$ cat src/rtl/pipe_stage_reg.sv
// Generic inter-stage pipeline register: carries one opaque payload between
// two stages, honouring the shared stall vector (hold or bubble), a
// valid/ready handshake, synchronous flush, an optional 1-entry skid buffer
// and a saturating count of inserted bubbles.
module pipe_stage_reg #(
  parameter int unsigned       WIDTH     = 110,
  parameter logic [WIDTH-1:0]  NOP_VALUE = '0,
  parameter int unsigned       STALL_W   = 6,
  parameter int unsigned       STAGE     = 3,
  parameter bit                SKID      = 1'b1
) (
  input  logic               clk,
  input  logic               rst,
  input  logic [STALL_W-1:0] stall,
  input  logic               flush,
  input  logic               in_valid,
  input  logic [WIDTH-1:0]   in_data,
  output logic               in_ready,
  output logic               out_valid,
  output logic [WIDTH-1:0]   out_data,
  input  logic               out_ready,
  output logic [15:0]        bubble_cnt
);

  // Main register M and skid register S
  logic             r_mv;
  logic [WIDTH-1:0] r_md;
  logic             r_sv;
  logic [WIDTH-1:0] r_sd;
  logic             r_in_ready;
  logic [15:0]      r_bubble_cnt;

  logic             w_up_stop;
  logic             w_dn_stop;
  logic             w_m_load;
  logic             w_take;
  logic             w_bubble;
  logic             w_nmv;
  logic [WIDTH-1:0] w_nmd;
  logic             w_nsv;
  logic [WIDTH-1:0] w_nsd;
  logic             w_unused_stall;

  assign w_up_stop      = stall[STAGE];
  assign w_dn_stop      = stall[STAGE+1];
  assign w_unused_stall = ^stall;

  assign w_m_load = !w_dn_stop && (!r_mv || out_ready);
  assign in_ready = SKID ? r_in_ready : w_m_load;
  assign w_take   = in_valid && in_ready && !w_up_stop;

  // A bubble is counted only when M actually takes an empty slot from upstream
  assign w_bubble = !flush && w_m_load && !r_sv && w_up_stop;

  assign out_valid  = r_mv;
  assign out_data   = r_md;
  assign bubble_cnt = r_bubble_cnt;

  // Next-state selection for M and S: flush, then drain/refill of M, else skid capture
  always_comb begin
    w_nmv = r_mv;
    w_nmd = r_md;
    w_nsv = r_sv;
    w_nsd = r_sd;
    if (flush) begin
      w_nmv = 1'b0;
      w_nmd = NOP_VALUE;
      w_nsv = 1'b0;
      w_nsd = NOP_VALUE;
    end else if (w_m_load) begin
      if (r_sv) begin
        w_nmv = 1'b1;
        w_nmd = r_sd;
        if (w_take) begin
          w_nsv = 1'b1;
          w_nsd = in_data;
        end else begin
          w_nsv = 1'b0;
          w_nsd = NOP_VALUE;
        end
      end else if (w_take) begin
        w_nmv = 1'b1;
        w_nmd = in_data;
      end else begin
        w_nmv = 1'b0;
        w_nmd = NOP_VALUE;
      end
    end else if (SKID && w_take) begin
      w_nsv = 1'b1;
      w_nsd = in_data;
    end
  end

  // State registers; in_ready is kept as its own flop so it leaves the block unbuffered by logic
  always_ff @(posedge clk or posedge rst) begin
    if (rst) begin
      r_mv       <= 1'b0;
      r_md       <= NOP_VALUE;
      r_sv       <= 1'b0;
      r_sd       <= NOP_VALUE;
      r_in_ready <= 1'b1;
    end else begin
      r_mv       <= w_nmv;
      r_md       <= w_nmd;
      r_sv       <= w_nsv;
      r_sd       <= w_nsd;
      r_in_ready <= !w_nsv;
    end
  end

  // Saturating bubble counter
  always_ff @(posedge clk or posedge rst) begin
    if (rst) begin
      r_bubble_cnt <= '0;
    end else if (w_bubble && (r_bubble_cnt != 16'hFFFF)) begin
      r_bubble_cnt <= r_bubble_cnt + 16'd1;
    end
  end

endmodule

$ cat config.mk
export PLATFORM = sky130hd
export DESIGN_NAME = pipe_stage_reg
export DESIGN_NICKNAME = d
export VERILOG_FILES = /design/src/rtl/pipe_stage_reg.sv
export SDC_FILE = /design/constraint.sdc
export NUM_CORES = 1
export LEC_CHECK = 0
export ABC_AREA = 0
export CAP_MARGIN = 15
export CORE_ASPECT_RATIO = 1.25
export CORE_UTILIZATION = 40
export CTS_CLUSTER_SIZE = 24
export DETAILED_ROUTE_END_ITERATION = 12
export MAX_ROUTING_LAYER = met4
export PLACE_DENSITY = 0.7
export SLEW_MARGIN = 40
export SYNTH_ARGS = -nofsm -noshare
export SYNTH_HDL_FRONTEND = slang
export SYNTH_SLANG_ARGS = --single-unit
$ cat constraint.sdc
create_clock -name clk -period 14.6 [get_ports clk]
set_input_delay 4.38 -clock clk [delete_from_list [all_inputs] [get_ports clk]]
set_output_delay 4.38 -clock clk [all_outputs]
set_load 0.02 [all_outputs]
After elaboration in Yosys (flattened, before gate mapping)
Cells that the tools add are included.

Output and inout bits: 128. Bits of input ports: 121. Logic and storage cells: 42. Flip-flop bits (word level): 239.

Reduce and logical (&&, ||, !) cells: 17. Equal/unequal tests: 2. Multiplexer cells: 16. Add/subtract/negate cells: 1.

Operators by type and width (number): $mux 110 (8); $add 16x1->16 const B (1); $ne 16x16->1 const B (1); $mux 1 (8); $logic_and 1x1->1 (7); $logic_not 1->1 (6); $ne 3x3->1 const B (1); $reduce_bool 3->1 (1); $reduce_and 2->1 (1); $reduce_bool 2->1 (1); $logic_or 1x1->1 (1).

Logic depth before layout (Yosys ltp)
Depth in word-level cells: 7. Mapped depth: 7. Gate-level depth less buffers: 5.

Least setup slack after synthesis
Ideal clock, no wire load.

Kind: input-to-reg. Start point: input port flush. End point: register r_bubble_cnt[1] (netlist: bubble_cnt[1]). Slack: 8759 ps. Library setup time: 125 ps. Buffers on the path: 1. Arrival time: 5716 ps. Required time: 14475 ps. Stages: 5. Cell sequence: clkbuf_1 -> or3b_1 -> nor3_1 -> and2_4 -> mux2_4.

Longest elaborated chain between the ends: 5.

Ends and longest elaborated chain: start: declaration (RTL line 15) `input logic flush,`; $logic_not 1->1 (RTL line 53) `assign w_bubble = !flush && w_m_load && !r_sv && w_up_stop;`; $logic_and 1x1->1 (3 in a row) (RTL line 53); $logic_and 1x1->1 (RTL line 115) `end else if (w_bubble && (r_bubble_cnt != 16'hFFFF)) begin`; end signal: assignment (RTL line 116) `r_bubble_cnt <= r_bubble_cnt + 16'd1;`; end: declaration (RTL line 31) `logic [15:0] r_bubble_cnt;`.

Every way passes these cells. A chain may end at the register's enable or synchronous reset.

Worst setup path after layout
Start point: input port stall[3]. End point: register r_sd[79].

Longest elaborated chain between the ends: 6. Elaborated cells between the ends (all ways): 8. Classes of those cells: mux (4); reduce/logical (4).

Ends and longest elaborated chain: start: declaration (RTL line 14) `input logic [STALL_W-1:0] stall,`; $logic_not 1->1 * (RTL line 50) `assign w_take = in_valid && in_ready && !w_up_stop;`; $logic_and 1x1->1 * (RTL line 50); $mux 110 (RTL line 74) `if (w_take) begin`; $mux 110 (RTL line 71) `if (r_sv) begin`; $mux 110 (RTL line 70) `end else if (w_m_load) begin`; $mux 110 (RTL line 65) `if (flush) begin`; end signal: assignment (RTL line 106) `r_sd <= w_nsd;`; end: declaration (RTL line 29) `logic [WIDTH-1:0] r_sd;`.

Every way passes the cells marked *; elsewhere a longest branch is shown, timed or not. The select of a mux whose other input is x is not followed.

==> impl_metrics.py <==
metrics = {
    "timing": {
        "worstMarginPinSlew_ps": 863,
        "finClkSkew_ps": 14.1,
        "max-slew-margin-rel_pct": 42.5,
        "setup-tns-final_ps": 0,
        "fmax_mhz": 154,
        "drv_slew": 0,
        "finalCritPeriodShare_pct": 44.5,
        "finalHoldViolations": 0,
        "rsz0062_at_grt": "false",
        "setup_violations": 0,
        "period_needed_ps": 6500,
    },
    "logic_synthesis": {
        "synth-async-reset-ratio_pct": 100,
        "synth_top_area_share_pct": 55.6,
        "synth_nets": 1074,
        "synthSimpleGateAreaFrac_pct": 15.6,
        "synthAdderAreaFrac_pct": 0.117,
        "netlist_area_um2": 10700,
        "synth_compound_gate_area_share_pct": 13.2,
        "synth-xor-area-share_pct": 1.23,
        "synthMuxAreaShare_pct": 10.4,
        "ys_seq_area_share_pct": 55.9,
        "synth_top_cell_by_area": "dfrtp_1",
        "synth-seq-cells": 239,
        "syn_avg_cell_area_um2": 11.3,
        "synth-edff-count": 0,
        "synth.distinct_cells": 36,
        "yosys_warnings": 0,
        "postSynthCellCount": 952,
        "synth_top_family_by_area": "simple AND/OR/NAND/NOR gates",
        "netlist_top_cells_area": "dfrtp_1 56%, mux2i_1 10%, nor4b_1 9.0%, a21o_1 7.7%, o21ai_0 5.3%",
        "synthFlopType": "dfrtp_1",
    },
    "placed_design": {
        "place.gp.congestion": 0.755,
        "io_buffers": 244,
        "hpwlAfterDp_mm": 16.9,
        "postPlaceCellArea_um2": 13400,
    },
    "clock_tree": {
        "post_cts_resized": 0,
        "postCtsSetupRepairBufs": 0,
        "cts_buffers": 26,
        "clk_path_buf_depth": 3,
        "cts_max_level": 1,
        "cts_tree": "yes",
        "insertion_delay_ps": 530,
        "clk_pin_slew_ps": 60,
        "cts_hold_buf": 0,
        "root_buffer": "clkbuf_16",
        "clock-sinks": 239,
    },
    "run_status": {
        "status": "finished clean",
    },
    "critical_path": {
        "crit_top_cell": "buf_4",
        "slowest_stage": "buf_4",
        "cp_slowest_stage_delay_ps": 600,
        "endpoint_kind": "register",
        "cp_data_required_time_ps": 15060,
        "path_class": "in -> reg",
        "crit_path_start_kind": "input pin",
        "cp_cell_sequence": "clkdlybuf4s50_1 -> nand3b_1 -> buf_4 -> o21ai_0 -> a21oi_4 -> buf_4 -> a21o_1",
        "crit_path_max_fanout": 60,
        "arrival_ps": 6960,
    },
    "final_layout": {
        "nets": 1269,
        "utilization_pct": 54.6,
        "multi_input_area_um2": 4380,
        "design_area_um2": 14300,
        "drive_gt1_share_pct": 5.93,
        "final-seq-area_um2": 5990,
        "area_delta_synth_final_pct": 33.4,
        "fill_cells": 2310,
    },
    "floorplanning": {
        "coreArea_um2": 26200,
        "die_w_um": 148,
        "rows": 66,
        "start_util_pct": 40.9,
        "io_pins": 249,
        "die_h_um": 185,
        "dieArea_um2": 27400,
    },
    "flow_run": {
        "cap_violations": 0,
    },
    "global_route": {
        "grt_usage_pct": 21.9,
        "grt_antenna_before_repair": 2,
        "grt_pass1_wl_mm": 46.1,
        "use_met1_pct": 26.2,
        "grt_busiest_layer": "met2",
        "use_met3_pct": 4.46,
        "grt_max_degree": 112,
        "grtUsageMet2_pct": 37.7,
        "grt_pass1_vias": 8422,
        "grt_overflow": 0,
    },
    "hold_path": {
        "worstHoldPathType": "reg -> reg",
    },
    "detailed_routing": {
        "dr.first_iter.drc_count": 307,
        "routedWlPerCell_um": 19.5,
        "drc_errors": 0,
        "via_per_inst": 5.53,
        "ant_nets": 0,
        "first_pass_iters": 6,
        "drt-total-wl_mm": 29.3,
        "vias": 8329,
    },
    "pwr": {
        "cellLeakagePower_nw": 6.63,
        "p_per_area_nw_per_um2": 114,
        "power.total_mw": 1.63,
        "ir_drop_mv": 0.0787,
    },
}
-- area by class of cell --
class                      count  area share (%)
clock buffer                  34            5.12
sequential                   239            41.9
clock inverter                11            1.26
timing repair buffer         257            17.9
tap                          340            2.98
multi-input combinational    620            30.6
antenna                        2          0.0350
inverter                       3           0.166
-- per-stage QoR --
step | instances | hold slack [ps] | setup WS (ps)
2_1_floorplan | 952 | 450 | 3660
3_3_place_gp | 1459 | 458 | 7370
3_5_place_dp | 1459 | 466 | 7320
4_1_cts | 1504 | 479 | 7880
5_1_grt | 1506 | 486 | 7930
6_report | 1506 | 474 | 8100
-- report_power, final --
group,total (mW),leakage (nW),switching [mW],internal (mW)
Clock,0.708,0.453,0.269,0.438
Sequential,0.711,3.29,0.0222,0.689
Combinational,0.207,2.89,0.114,0.0931
-- path summary, 6_finish.rpt --
check | from | to | slack, ps | cells past startpoint
max reg2reg | r_sv$_DFF_PP0_ | out_data[22]$_DFFE_PP0P_ | 11920 | 4
min | r_sd[2]$_DFFE_PP0P_ | r_sd[2]$_DFFE_PP0P_ | 470 | 1
min reg2reg | r_sd[2]$_DFFE_PP0P_ | r_sd[2]$_DFFE_PP0P_ | 470 | 1
max in group asynchronous | rst | r_sd[106]$_DFFE_PP0P_ | 9180 | 3
max | stall[3] | r_sd[79]$_DFFE_PP0P_ | 8100 | 7
min in group asynchronous | rst | out_data[79]$_DFFE_PP0P_ | 4330 | 2
-- metal layers --
layer / share of wire [%] / wire length [um] / up-vias
li1: - / - / 3818
met1: 42 / 12400 / 4277
met2: 50 / 14700 / 196
met3: 5.7 / 1680 / 38
met4: 1.9 / 559 / 0
met5: 0 / 0 / -
-- synth_stat cells, types with 3 or more instances --
cell type and number:
inv_1 3, nand4_1 11, xnor2_1 13, nand2_1 116, nand3_1 5, nor2b_1 3
a21o_1 110, buf_2 24, dfrtp_1 238, nor3_1 4, clkbuf_1 65, nor4b_1 110
o21ai_0 113, mux2i_1 110
-- state kept, by name, summed over array words and instances (netlist names) --
name,flops
bubble_cnt,16
r_sd,110
r_sv,1
out_valid,1
out_data,110
in_ready,1
-- placed cells by master (no fill, tap or decap), drive strengths merged, types with 7 or more instances in the layout --
cell type / Yosys / layout
clkdlybuf4s50: 0 / 243
dfrtp: 238 / 238
nand2: 116 / 116
o21ai: 113 / 113
nor4b: 110 / 110
a21o: 110 / 110
mux2i: 110 / 110
clkbuf: 66 / 35
xnor2: 13 / 13
buf: 24 / 13
nand4: 11 / 11
clkinv: 0 / 7
-- cells by family after synthesis --
kind of cell             after synthesis
flip-flops                           239
multiplexers                         111
AO/OA/AOI/OAI                        227
adder cells (fa/ha/maj)                1
buffers and inverters                 93
AND/OR/NAND/NOR                      266
XOR/XNOR                              15
-- worst max-delay path, delay by kind of cell --
family                 cells  cell delay [ps]
AOI/OAI and AO/OA          3              760
buffers and inverters      3             1610
and+or+nand+nor            1              110
Power figures use the tool's default switching activity.
